[src/rtl/pe_array_sequencer_pkg.sv]
// pe_array_pkg: PE control codes, ALU ops and sequencer states shared by the PE array slice
package pe_array_pkg;
  typedef enum logic [1:0] {
    CTRL_LOAD  = 2'b00,
    CTRL_EXEC  = 2'b01,
    CTRL_STORE = 2'b10,
    CTRL_HOLD  = 2'b11
  } ctrl_e;
  typedef enum logic [2:0] {
    OP_ADD = 3'b000,
    OP_MUL = 3'b001
  } op_e;
  typedef enum logic [2:0] {IDLE, LOAD, MUL, ACC, STORE, REDUCE} state_e;
endpackage

[src/rtl/pe_array_sequencer_if.sv]
// pe_array_sequencer_if: buffer handshake, PE array buses and pass control for the sequencer
interface pe_array_sequencer_if #(
  parameter int N_PE   = 4,
  parameter int DATA_W = 8,
  parameter int ACC_W  = 16,
  parameter int TAP_W  = 4
) ();
  logic                            start;
  logic [TAP_W-1:0]                num_taps;
  logic                            in_valid;
  logic                            in_ready;
  logic [N_PE*DATA_W-1:0]          data_in;
  logic [N_PE*DATA_W-1:0]          filter_in;
  logic [N_PE*DATA_W-1:0]          pe_data;
  logic [N_PE*DATA_W-1:0]          pe_filter;
  logic [N_PE*2-1:0]               pe_control;
  logic [N_PE*3-1:0]               pe_control2;
  logic [N_PE*ACC_W-1:0]           pe_output;
  logic [ACC_W+$clog2(N_PE)-1:0]   result;
  logic                            result_valid;
  logic                            busy;
  logic                            done;
  modport master (
    input  start, num_taps, in_valid, data_in, filter_in, pe_output,
    output in_ready, pe_data, pe_filter, pe_control, pe_control2, result, result_valid, busy, done
  );
  modport slave (
    output start, num_taps, in_valid, data_in, filter_in, pe_output,
    input  in_ready, pe_data, pe_filter, pe_control, pe_control2, result, result_valid, busy, done
  );
endinterface

[src/rtl/pe_array_sequencer_reduce_tree.sv]
// pe_reduce_tree: combinational sum of N_PE accumulator lanes, widened so it cannot overflow
module pe_reduce_tree #(
  parameter int N_PE  = 4,
  parameter int ACC_W = 16,
  parameter int OUT_W = ACC_W + $clog2(N_PE)
) (
  input  logic [N_PE*ACC_W-1:0] lanes,
  output logic [OUT_W-1:0]      sum
);
  always_comb begin
    sum = '0;
    for (int i = 0; i < N_PE; i++) sum = sum + OUT_W'(lanes[i*ACC_W +: ACC_W]);
  end
endmodule

[src/rtl/pe_array_sequencer.sv]
// pe_array_sequencer: start/done engine running LOAD/MUL/ACC per tap, then STORE and a lane reduction
module pe_array_sequencer
  import pe_array_pkg::*;
#(
  parameter int N_PE   = 4,
  parameter int DATA_W = 8,
  parameter int ACC_W  = 16,
  parameter int TAP_W  = 4
) (
  input logic            clk,
  input logic            rst,
  pe_array_sequencer_if.master bus
);
  localparam int RES_W = ACC_W + $clog2(N_PE);
  state_e           state, state_n;
  ctrl_e            ctrl;
  op_e              op;
  logic [TAP_W-1:0] taps, tap_cnt;
  logic [RES_W-1:0] sum;
  logic             last_tap;
  assign last_tap = tap_cnt == taps - 1'b1;
  always_ff @(posedge clk) begin
    if (rst) state <= IDLE;
    else     state <= state_n;
  end
  always_comb begin
    state_n = state;
    unique case (state)
      IDLE:    state_n = bus.start ? LOAD : IDLE;
      LOAD:    state_n = bus.in_valid ? MUL : LOAD;
      MUL:     state_n = ACC;
      ACC:     state_n = last_tap ? STORE : LOAD;
      STORE:   state_n = REDUCE;
      REDUCE:  state_n = IDLE;
      default: state_n = IDLE;
    endcase
  end
  always_comb begin
    ctrl = state == LOAD ? CTRL_LOAD :
           (state == MUL || state == ACC) ? CTRL_EXEC :
           state == STORE ? CTRL_STORE : CTRL_HOLD;
    op              = state == MUL ? OP_MUL : OP_ADD;
    bus.pe_control  = {N_PE{ctrl}};
    bus.pe_control2 = {N_PE{op}};
    bus.in_ready    = state == LOAD;
    bus.busy        = state != IDLE;
  end
  always_ff @(posedge clk) begin
    if (rst) begin
      taps             <= '0;
      tap_cnt          <= '0;
      bus.pe_data      <= '0;
      bus.pe_filter    <= '0;
      bus.result       <= '0;
      bus.result_valid <= 1'b0;
    end else begin
      if (state == IDLE && bus.start) begin
        taps    <= bus.num_taps == '0 ? TAP_W'(1) : bus.num_taps;
        tap_cnt <= '0;
      end
      if (state == LOAD && bus.in_valid) begin
        bus.pe_data   <= bus.data_in;
        bus.pe_filter <= bus.filter_in;
      end
      if (state == ACC && !last_tap) tap_cnt <= tap_cnt + 1'b1;
      if (state == REDUCE) bus.result <= sum;
      bus.result_valid <= state == REDUCE;
    end
  end
  assign bus.done = bus.result_valid;
  pe_reduce_tree #(.N_PE(N_PE), .ACC_W(ACC_W)) u_reduce (
    .lanes(bus.pe_output),
    .sum  (sum)
  );
endmodule

[src/flat_wrapper.sv]
// flat-port wrapper written by rule: the top's interface ports become plain ports
module pe_array_sequencer_flat import pe_array_pkg::*;
#(
  parameter int N_PE   = 4,
  parameter int DATA_W = 8,
  parameter int ACC_W  = 16,
  parameter int TAP_W  = 4
)
  (clk, rst, bus_start, bus_num_taps, bus_in_valid, bus_data_in, bus_filter_in, bus_pe_output, bus_in_ready, bus_pe_data, bus_pe_filter, bus_pe_control, bus_pe_control2, bus_result, bus_result_valid, bus_busy, bus_done);
  pe_array_sequencer_if #(.N_PE(N_PE), .DATA_W(DATA_W), .ACC_W(ACC_W), .TAP_W(TAP_W)) bus_i ();
  input logic clk;
  input logic rst;
  input wire logic [$bits(bus_i.start)-1:0] bus_start;
  input wire logic [$bits(bus_i.num_taps)-1:0] bus_num_taps;
  input wire logic [$bits(bus_i.in_valid)-1:0] bus_in_valid;
  input wire logic [$bits(bus_i.data_in)-1:0] bus_data_in;
  input wire logic [$bits(bus_i.filter_in)-1:0] bus_filter_in;
  input wire logic [$bits(bus_i.pe_output)-1:0] bus_pe_output;
  output wire logic [$bits(bus_i.in_ready)-1:0] bus_in_ready;
  output wire logic [$bits(bus_i.pe_data)-1:0] bus_pe_data;
  output wire logic [$bits(bus_i.pe_filter)-1:0] bus_pe_filter;
  output wire logic [$bits(bus_i.pe_control)-1:0] bus_pe_control;
  output wire logic [$bits(bus_i.pe_control2)-1:0] bus_pe_control2;
  output wire logic [$bits(bus_i.result)-1:0] bus_result;
  output wire logic [$bits(bus_i.result_valid)-1:0] bus_result_valid;
  output wire logic [$bits(bus_i.busy)-1:0] bus_busy;
  output wire logic [$bits(bus_i.done)-1:0] bus_done;
  assign bus_i.start = bus_start;
  assign bus_i.num_taps = bus_num_taps;
  assign bus_i.in_valid = bus_in_valid;
  assign bus_i.data_in = bus_data_in;
  assign bus_i.filter_in = bus_filter_in;
  assign bus_i.pe_output = bus_pe_output;
  assign bus_in_ready = bus_i.in_ready;
  assign bus_pe_data = bus_i.pe_data;
  assign bus_pe_filter = bus_i.pe_filter;
  assign bus_pe_control = bus_i.pe_control;
  assign bus_pe_control2 = bus_i.pe_control2;
  assign bus_result = bus_i.result;
  assign bus_result_valid = bus_i.result_valid;
  assign bus_busy = bus_i.busy;
  assign bus_done = bus_i.done;
  pe_array_sequencer #(.N_PE(N_PE), .DATA_W(DATA_W), .ACC_W(ACC_W), .TAP_W(TAP_W)) u_core (.clk(clk), .rst(rst), .bus(bus_i));
endmodule
[config.mk]
export PLATFORM = sky130hd
export DESIGN_NAME = pe_array_sequencer_flat
export DESIGN_NICKNAME = d
export VERILOG_FILES = /design/src/rtl/pe_array_sequencer_pkg.sv /design/src/rtl/pe_array_sequencer_if.sv /design/src/rtl/pe_array_sequencer_reduce_tree.sv /design/src/rtl/pe_array_sequencer.sv /design/src/flat_wrapper.sv
export SDC_FILE = /design/constraint.sdc
export NUM_CORES = 1
export LEC_CHECK = 0
export CAP_MARGIN = 20
export CORE_MARGIN = 4
export CORE_UTILIZATION = 35
export DETAILED_ROUTE_END_ITERATION = 12
export HOLD_SLACK_MARGIN = 0.1
export PLACE_DENSITY = 0.72
export SLEW_MARGIN = 10
export SYNTH_ARGS = -nofsm -noshare
export SYNTH_HDL_FRONTEND = slang
export SYNTH_SLANG_ARGS = --single-unit
[constraint.sdc]
create_clock -name clk -period 4 [get_ports clk]
set_input_delay 1.2 -clock clk [delete_from_list [all_inputs] [get_ports clk]]
set_output_delay 1.2 -clock clk [all_outputs]
set_load 0.1 [all_outputs]
==> summary.txt, run 1 <==
Outcome
  • Status: finished clean

Power and ir drop
  • Worst vdd ir: 0.168 mV
  • Leakage: 3.54 nW
  • Switch Pwr: 1.24 mW
  • Pint: approximately 2 mW
  • Clk pwr share: 24.4%
  • Tot Pwr: 3.26 mW
  • Comb power frac: 45.2%
  • PwrDens: between 300 and 400 nW/µm²
  • Power share of the sequential group: 30.3%
  • Sw frac: 38.1%

Synth
  • Number of enable flip-flop cells after synthesis: 0
  • Post-Syn Area: 5360 µm²
  • Post-Syn Instances: 680
  • Area leader, netlist: dfxtp_1
  • Synth async-reset ratio: 0%
  • Post-synthesis cell type count: 49
  • FF+latch count, synth: 94
  • Largest cells by area after synthesis: dfxtp_1 (35%), fa_1 (12%), nand2_1 (11%), a21oi_1 (8.2%), inv_1 (6.7%)
  • Synth warn: 0
  • Post-synth top flop: dfxtp_1
  • Syn avg cell area: about 7.9 µm²
  • Sequential fraction of the synthesis area: a little over a third
  • Post-synth top area share: 35.1%

Finish
  • Share of cells above drive strength 1: between 10% and 20%
  • Nets: 1,102
  • P&R area growth vs syn: 54.9%
  • Commonest non-fill, non-tap cell in the layout: clkdlybuf4s50_1
  • Fillers: about 1,400
  • Leading cell types in the layout, fill and taps excluded: clkdlybuf4s50_1 (195), nand2_1 (162), dfxtp_1 (94)
  • Antenna cells: 0

Floorplan
  • Core Region: 14,800 µm²
  • Die Wd: 132 µm
  • I/O Pins: between 200 and 250
  • Chip height: between 100 and 150 µm
  • FP Rows: 44
  • Die footprint: roughly 17,000 µm²
  • Initial Util: 36.3%

Worst setup path
  • Crit-path slowest cell: fa_1
  • WP data arrival: about 4.2 ns
  • Max Fanout on Critical Path: 5
  • Family with the most delay on the worst path: adder cells
  • Data required time of the worst path: 4.26 ns
  • Cell mode on critical path: fa_1
  • Kind of critical path: primary input to flop
  • Peak per-stage delay on the critical path: 0.52 ns
  • Crit-path cells: clkdlybuf4s50_1 -> inv_1 -> fa_1 -> fa_1 -> inv_2 -> ha_4 -> and3_4 -> a221o_1 -> a21o_1 -> o2111a_1 -> o211ai_1
  • Crit start category: primary input
  • Buf/Inv on CP: 3
  • CP endpoint kind: flop

Timing
  • Slew Limit Fails: 0
  • Final hold viol count: 0
  • Setup TNS: 0 ns
  • Clock skew: 0.00816 ns
  • Final setup viols: 0
  • Crit path time final: just under 4 ns
  • Crit share post-route: 97.5%
  • Worst-margin pin slew: 1.04 ns
  • Normalized max-slew margin: 30.5%
  • Unrepaired setup endpoints after global routing: false
  • Fmax achieved: 256 MHz

Clock tree
  • Clock Tree Root: clkbuf_16
  • H-Tree Depth: 3
  • Hold-fix buffers, CTS: 0
  • Clk sinks: 94
  • Clock Tree Buf Depth: 2
  • TritonCTS buffer count: 9
  • Clk_lat worst skew: about 0.34 ns
  • Clock transition at the registers of the reported paths: 0.06 ns
  • CTS tree: yes

Detailed routing
  • Post-DR wirelength/cell: 13.6 µm
  • Post-route ant nets: 0
  • Vias/cell: ~4.7
  • DRC: 0
  • 1st-iter DRT viols: 251
  • DR vias: ~5,200
  • TritonRoute pass-1 iters: 4
  • Routed WL: 15,000 µm

Flow run
  • MaxCap Viol Count: 0

Placement
  • Gpl congestion: 0.825
  • DP Wirelength: 11,400 µm
  • IO Port Bufs: about 230

Worst hold path
  • HP Class: flop to flop

Global routing
  • Largest net degree at the start of global routing: 65
  • First-pass GRT wire length: between 20,000 and 25,000 µm
  • Global Route Usage Sum: between 10% and 20%
  • Initial antenna violation count: 0
  • Vias in the first global route: approximately 4,900
  • GRT overflow: 0
==> power groups by stage <==
stage                     logic [mW]  registers [mW]  clock network, mW
after CTS                       1.44           0.989              0.823
after detailed placement        1.40            1.01                  0
final                           1.48           0.989              0.796
after floorplan                0.745            1.20                  0
after global routing            1.62           0.993              0.853
after global placement          1.38            1.01                  0
==> cell usage after synthesis, drive strengths merged, types with 4 or more instances <==
master,n
or2,4
nor2,11
fa,32
o21ai,13
nand3,12
xor2,4
a211oi,5
a21o,10
inv,96
nand2,163
ha,19
clkbuf,22
xnor2,9
buf,29
nor3,10
nor2b,5
a31oi,6
a21oi,88
and3,5
dfxtp,94
==> per-layer routing <==
layer / wire [µm] / vias up / GRT usage [%]
li1: - / 2633 / -
met1: 6360 / 2332 / 20.7
met2: 7380 / 176 / 28.9
met3: 969 / 21 / 3.36
met4: 327 / 0 / 6.13
met5: 0 / - / 0
==> worst register-to-register path, cell delays in order (launching register included) <==
cell      delay (ns)
dfxtp_1         0.55
nor2b_1         0.51
o311ai_2        0.29
or4b_2          0.66
nand3_1         0.10
==> registers in the layout (all words and copies together), names as in the netlist <==
| signal | flops |
|---|---|
| u_core.bus.pe_data | 32 |
| u_core.bus.result | 18 |
| u_core.taps | 4 |
| u_core.bus.done | 1 |
| u_core.bus.pe_filter | 32 |
| u_core.state | 3 |
| u_core.tap_cnt | 4 |
==> path summary, 6_finish.rpt <==
check,startpoint,end,slack (ns),cells after the start
worst max register to register,u_core.state[0]$_SDFF_PP0_,u_core.tap_cnt[2]$_SDFFE_PP0P_,1.83,4
worst max-delay path,bus_pe_output[5],u_core.bus.result[15]$_SDFFE_PP0P_,0.1,11
worst min-delay path,u_core.bus.pe_filter[29]$_SDFFE_PP0P_,u_core.bus.pe_filter[29]$_SDFFE_PP0P_,0.45,2
worst min register to register,u_core.bus.pe_filter[29]$_SDFFE_PP0P_,u_core.bus.pe_filter[29]$_SDFFE_PP0P_,0.45,2
==> stage by stage <==
step	std cells	setup slack [ns]	cell area [µm²]	utilization (%)	hold slack (ns)
floorplan	687	-0.0104	5400	-	0.449
global placement	1087	-0.575	7910	53.6	0.441
detailed placement	1087	-0.614	7910	53.6	0.446
CTS	1103	0.0131	8230	55.8	0.455
global route	1104	0.00215	8310	56.3	0.470
finish	1104	0.100	8310	56.3	0.450
==> final cells by class <==
type	instances	area [µm²]	share of cell area [%]
inverters	96	360	4.34
repair buffers	268	2560	30.8
clock buffers	10	229	2.76
multi-input cells	446	3000	36.1
clock inverters	6	47.5	0.572
flip-flops and latches	94	1880	22.7
well taps	184	230	2.77
==> kinds of logic after synthesis <==
family / Yosys count / synth area share [%]
compound gates: 143 / 15.7
fa+ha+maj: 51 / 16.4
flops: 94 / 35.1
mux: 2 / 0.373
other cells: 1 / 0.0699
xor+xnor: 13 / 2.26
simple gates: 229 / 18.4
buf+inv: 147 / 11.8
==> repair_timing <==
item | CTS | global route
hold endpoints to repair | 0 | 0
resized for setup | 14 | 39
pin swaps | 15 | 38
endpoints found under the setup margin | 9 | 9
setup buffers | 0 | 1
Power figures use the tool's default switching activity.
==> run 2, diff against run 1 <==
--- a/config.mk
+++ b/config.mk
@@ -5,12 +5,13 @@
 export SDC_FILE = /design/constraint.sdc
 export NUM_CORES = 1
 export LEC_CHECK = 0
+export ABC_AREA = 1
 export CAP_MARGIN = 20
 export CORE_MARGIN = 4
-export CORE_UTILIZATION = 35
+export CORE_UTILIZATION = 39
 export DETAILED_ROUTE_END_ITERATION = 12
 export HOLD_SLACK_MARGIN = 0.1
-export PLACE_DENSITY = 0.72
+export PLACE_DENSITY = 0.78
 export SLEW_MARGIN = 10
 export SYNTH_ARGS = -nofsm -noshare
 export SYNTH_HDL_FRONTEND = slang
==> summary.txt, run 2 <==
Synth
  • Syn avg cell area: approximately 7.2 µm²
  • Post-Syn Instances: between 700 and 800
  • Post-Syn Area: 5530 µm²
  • Synth warn: 0
  • Top-count cell post-synth: nor2_1
  • Largest cells by area after synthesis: dfxtp_1 (34%), fa_1 (12%), nor2_1 (11%), inv_1 (10%), nand2_1 (6.5%)
  • Sequential fraction of the synthesis area: 34.0%
  • Post-synth top area share: 34.0%
  • Area leader, netlist: dfxtp_1
  • Post-synth top cells: nor2_1 (159), inv_1 (148), nand2_1 (96)
  • Number of enable flip-flop cells after synthesis: 0
  • FF+latch count, synth: 94
  • Synth async-reset ratio: 0%
  • Post-synthesis cell type count: 29
  • Post-synth top flop: dfxtp_1

Floorplan
  • Core Region: between 10,000 and 15,000 µm²
  • Die footprint: 16,200 µm²
  • FP Rows: 43
  • Initial Util: 39.9%
  • Chip height: 127 µm
  • Die Wd: 127 µm
  • I/O Pins: 242

Timing
  • Final setup viols: 0
  • Crit share post-route: around 96%
  • Crit path time final: ~3.8 ns
  • Setup TNS: 0 ns
  • Fmax achieved: roughly 260 MHz
  • Worst-margin pin slew: 1.01 ns
  • Clock skew: around 0.0068 ns
  • Worst hold slack: approximately 0.48 ns
  • Final hold viol count: 0
  • Unrepaired setup endpoints after global routing: false
  • Final setup margin: 0.166 ns
  • Slew Limit Fails: 0
  • Normalized max-slew margin: 32.2%

Global routing
  • Global Route Usage Sum: 17.5%
  • Initial antenna violation count: 0
  • First-pass GRT wire length: 23,700 µm
  • Vias in the first global route: around 5,100
  • Largest net degree at the start of global routing: 66
  • GRT overflow: 0

Placement
  • Placed cell area: around 8000 µm²
  • Post-Place Cells: 1,158
  • DP Wirelength: 11,200 µm
  • IO Port Bufs: 233
  • Worst slack at placement: -0.264 ns
  • Gpl congestion: 0.828

Finish
  • Fillers: 1,280
  • Core Util, Final: 59.2%
  • Share of cells above drive strength 1: 7.24%
  • Design area: 8220 µm²
  • Leading cell types in the layout, fill and taps excluded: clkdlybuf4s50_1 (205), nor2_1 (159), inv_1 (147)
  • Seq. cell area: 1880 µm²
  • Nets: 1,177
  • Antenna cells: 0
  • Final Non-Filler Cells: 1,175
  • P&R area growth vs syn: 48.5%
  • Commonest non-fill, non-tap cell in the layout: clkdlybuf4s50_1
  • Biggest regs: u_core.bus.pe_data (32), u_core.bus.pe_filter (32), u_core.bus.result (18)
  • Multi-input gate area: 2840 µm²

Worst setup path
  • WP data arrival: ~4 ns
  • Crit-path cells: clkdlybuf4s50_1 -> inv_1 -> fa_1 -> inv_1 -> fa_1 -> ha_2 -> fa_2 -> nand2_2 -> nand2_1 -> nand3b_1 -> nand2_1 -> nand2_1 -> nand2_1 -> nand2_1 -> nand3_1 -> nand2_1 -> inv_1
  • Crit start category: primary input
  • Max Fanout on Critical Path: 3
  • Kind of critical path: primary input to flop
  • Family with the most delay on the worst path: adder cells
  • Peak per-stage delay on the critical path: 0.54 ns
  • Cell mode on critical path: nand2_1
  • CP endpoint kind: flop
  • Data required time of the worst path: between 4 and 5 ns
  • Crit-path slowest cell: fa_1
  • Buf/Inv on CP: 4

Detailed routing
  • DRC: 0
  • Vias/cell: 4.48
  • DR vias: 5,265
  • 1st-iter DRT viols: 279
  • Routed WL: 14,400 µm
  • TritonRoute pass-1 iters: 4
  • Post-route ant nets: 0
  • Post-DR wirelength/cell: 12.3 µm

Clock tree
  • Clock Tree Buf Depth: 2
  • Clock Tree Root: clkbuf_16
  • Clk_lat worst skew: ~0.33 ns
  • H-Tree Depth: 3
  • Clk sinks: between 90 and 100
  • Clock transition at the registers of the reported paths: 0.07 ns
  • CTS tree: yes
  • TritonCTS buffer count: 9

Power and ir drop
  • Comb power frac: 46.4%
  • Worst vdd ir: 0.231 mV
  • Leakage: ~4.0 nW
  • Sw frac: 42.7%
  • Switch Pwr: 1.53 mW
  • Power share of the sequential group: around 29%
  • PwrDens: about 440 nW/µm²
  • Clk pwr share: 24.9%
  • Pint: 2.05 mW
  • Tot Pwr: 3.58 mW

Worst hold path
  • HP Class: flop to flop

Outcome
  • Status: finished clean

Flow run
  • MaxCap Viol Count: 0
[run 2: final timing paths]
kind,to,slack [ns],from,cells after the start
hold / removal,u_core.taps[3]$_SDFFE_PP0P_,0.48,u_core.taps[3]$_SDFFE_PP0P_,2
setup / recovery,u_core.bus.result[11]$_SDFFE_PP0P_,0.17,bus_pe_output[1],17
setup reg to reg,u_core.bus.pe_filter[9]$_SDFFE_PP0P_,2.23,u_core.state[0]$_SDFF_PP0_,7
hold reg to reg,u_core.taps[3]$_SDFFE_PP0P_,0.48,u_core.taps[3]$_SDFFE_PP0P_,2
[run 2: tightest hold or removal path, cell delays in order, from the launching register on]
cell and delay (ns):
dfxtp_1 0.31, inv_1 0.06, a21oi_1 0.05
[run 2: what timing repair did]
action,in CTS,in global routing
endpoints found under the setup margin,0,4
gates resized for setup,0,4
hold buffers,0,0
setup buffers,0,0
[run 2: power groups by stage]
| stage | registers [mW] | logic [mW] | clock network [mW] |
|---|---|---|---|
| floorplan | 1.42 | 0.835 | 0 |
| finish | 1.02 | 1.66 | 0.892 |
| global route | 1.03 | 1.82 | 0.968 |
| global placement | 1.04 | 1.63 | 0 |
| detailed placement | 1.04 | 1.65 | 0 |
| CTS | 1.02 | 1.65 | 0.922 |
[run 2: layout make-up]
| type | count | share of cell area [%] |
|---|---|---|
| inverters | 151 | 6.90 |
| well taps | 180 | 2.74 |
| clock inverters | 7 | 1.08 |
| flip-flops and latches | 94 | 22.9 |
| multi-input cells | 487 | 34.5 |
| repair buffers | 247 | 29.1 |
| clock buffers | 9 | 2.74 |
[run 2: cells by family (layout without fill, tap and decap cells)]
logic type,after synthesis,count (layout),synth area share [%]
DFF,94,94,34.0
buffers and inverters,195,414,15.5
xor gates and xnor gates,8,8,1.27
other,1,8,0.0678
AOI/OAI and AO/OA,119,119,11.3
adders and majority gates,51,51,15.9
and+or+nand+nor,301,301,22.0
[run 2: metal layers]
| metal | share of wire [%] | track usage (%) | vias up |
|---|---|---|---|
| li1 | - | - | 2760 |
| met1 | 42 | 21.7 | 2349 |
| met2 | 49 | 30.5 | 146 |
| met3 | 7.6 | 5.06 | 10 |
| met4 | 0.92 | 3.41 | 0 |
| met5 | 0 | 0 | - |
==> run 3, diff against run 2 <==
--- a/config.mk
+++ b/config.mk
@@ -7,7 +7,6 @@
 export LEC_CHECK = 0
 export ABC_AREA = 1
 export CAP_MARGIN = 20
-export CORE_MARGIN = 4
 export CORE_UTILIZATION = 39
 export DETAILED_ROUTE_END_ITERATION = 12
 export HOLD_SLACK_MARGIN = 0.1
==> summary.txt, run 3 (synthesis gave the netlist of run 2 again) <==
Global routing
  • Global Route Usage Sum: 19.1%
  • GRT overflow: 0
  • First-pass GRT wire length: between 20,000 and 25,000 µm
  • Initial antenna violation count: 0
  • Vias in the first global route: 5,004
  • Largest net degree at the start of global routing: 66

Worst setup path
  • Reg2Reg Depth: 7
  • Kind of critical path: primary input to flop
  • Family with the most delay on the worst path: adder cells
  • Max Fanout on Critical Path: 3
  • Crit-path slowest cell: fa_1
  • Crit-path cells: clkdlybuf4s50_1 -> inv_1 -> fa_1 -> inv_1 -> fa_1 -> ha_2 -> fa_1 -> nand2_2 -> nand2_1 -> nand3b_1 -> nand2_2 -> nand2_1 -> nand2_1 -> nand2_1 -> nand3_1 -> nand2_1 -> inv_1
  • Cell mode on critical path: nand2_1
  • Crit path from: bus_pe_output[1]
  • Buf/Inv on CP: 4
  • Peak per-stage delay on the critical path: 0.53 ns
  • Crit start category: primary input
  • Data required time of the worst path: 4.23 ns
  • WP data arrival: 4.07 ns
  • CP endpoint kind: flop
  • Reg2Reg Launch Point: u_core.state[0]$_SDFF_PP0_
  • Critical path depth: 17

Flow run
  • MaxCap Viol Count: 0

Floorplan
  • Die Wd: 121 µm
  • Chip height: between 100 and 150 µm
  • Initial Util: 39.9%
  • Core Region: 13,900 µm²
  • Die footprint: 14,700 µm²
  • I/O Pins: 242
  • FP Rows: 43

Power and ir drop
  • Leakage: around 4.0 nW
  • Worst vdd ir: roughly 0.27 mV
  • Tot Pwr: 3.52 mW
  • PwrDens: between 400 and 500 nW/µm²

Detailed routing
  • Post-DR wirelength/cell: 11.5 µm
  • Vias/cell: between 4 and 5
  • 1st-iter DRT viols: 185
  • DRC: 0
  • DR vias: roughly 5,300
  • Post-route ant nets: 0
  • Routed WL: between 10,000 and 15,000 µm
  • TritonRoute pass-1 iters: 4

Worst hold path
  • Worst hold path depth: 2
  • HP Class: flop to flop
  • Worst hold path startpoint: u_core.taps[3]$_SDFFE_PP0P_

Timing
  • Final setup margin: 0.166 ns
  • Worst-margin pin slew: 1.02 ns
  • Slew Limit Fails: 0
  • Worst hold slack: 0.477 ns
  • Crit path time final: approximately 3.8 ns
  • Fmax achieved: 261 MHz
  • Crit share post-route: 95.9%
  • Clock skew: approximately 0.0054 ns
  • Final setup viols: 0
  • Final hold viol count: 0
  • Normalized max-slew margin: 31.8%

Placement
  • Worst slack at placement: -0.226 ns
  • DP Wirelength: around 11,000 µm
  • Placed cell area: 7920 µm²
  • IO Port Bufs: 233
  • Gpl congestion: 0.837

Clock tree
  • Post-CTS setup repair buffer count: 0
  • Clock Tree Buf Depth: 2
  • Clk_lat worst skew: 0.33 ns
  • Clock Tree Root: clkbuf_16
  • Clk sinks: 94
  • CTS tree: yes
  • TritonCTS buffer count: 9
  • H-Tree Depth: 3
  • Clock transition at the registers of the reported paths: 0.06 ns

Outcome
  • Status: finished clean

Finish
  • Commonest non-fill, non-tap cell in the layout: clkdlybuf4s50_1
  • Biggest regs: u_core.bus.pe_data (32), u_core.bus.pe_filter (32), u_core.bus.result (18)
  • Leading cell types in the layout, fill and taps excluded: clkdlybuf4s50_1 (208), nor2_1 (159), inv_1 (147)
  • Antenna cells: 0
  • P&R area growth vs syn: 48.8%
  • Share of cells above drive strength 1: approximately 7.3%
  • Design area: between 8000 and 9000 µm²
  • Nets: 1,182
[run 3: changes by cell type in the layout (fill, tap and decap cells not counted), sizes merged]
cell / change
clkdlybuf4s50: +3
inv: -3
buf: +2
clkbuf: +2
bufinv: -1
clkinv: +1
clkinvlp: +1
[run 3: final timing paths]
kind                                                              end  slack, ns
worst max-delay path               u_core.bus.result[11]$_SDFFE_PP0P_       0.17
worst max register to register  u_core.bus.pe_filter[19]$_SDFFE_PP0P_       2.26
worst min-delay path                      u_core.taps[3]$_SDFFE_PP0P_       0.48
worst min register to register            u_core.taps[3]$_SDFFE_PP0P_       0.48
[run 3: worst reg2reg max path: cells and delay by family (launching register included)]
kind,cells,cell delay [ns]
buffers and inverters,2,0.61
AOI/OAI and AO/OA,1,0.22
DFF,1,0.42
and+or+nand+nor,4,0.43
[run 3: per-stage QoR]
step / util (%) / instances / TNS, ns
6_report: 59.3 / 1180 / 0
5_1_grt: 59.3 / 1180 / -0.00103
4_1_cts: 59.1 / 1179 / 0
3_5_place_dp: 57.0 / 1163 / -1.35
3_3_place_gp: 57.0 / 1163 / -1.07
2_1_floorplan: - / 776 / 0
[run 3: what timing repair did]
action / in CTS / in global routing
endpoints found under the hold margin: 0 / 0
hold buffers: 0 / 0
resized for setup: 0 / 3
setup endpoints to repair: 0 / 4
[run 3: power by group]
group / switching (mW) / internal [mW]
sequential: 0.0299 / 0.994
clock: 0.361 / 0.460
combinational: 1.10 / 0.570
total: 1.49 / 2.02
[run 3: area by class of cell]
cell class | instances | area (µm²)
Sequential cell | 94 | 1880
Inverter | 151 | 567
Multi-Input combinational cell | 487 | 2830
Clock buffer | 11 | 253
Clock inverter | 5 | 41.3
Tap cell | 180 | 225
Timing Repair Buffer | 252 | 2440
Fill cell | 1306 | 5640
[run 3: per-layer routing]
metal | share of wire [%] | wire (µm) | GRT usage [%]
met4 | 0.93 | 127 | 4.40
met1 | 45 | 6140 | 24.7
met2 | 47 | 6450 | 31.8
met5 | 0 | 0 | 0
met3 | 6.4 | 866 | 4.89
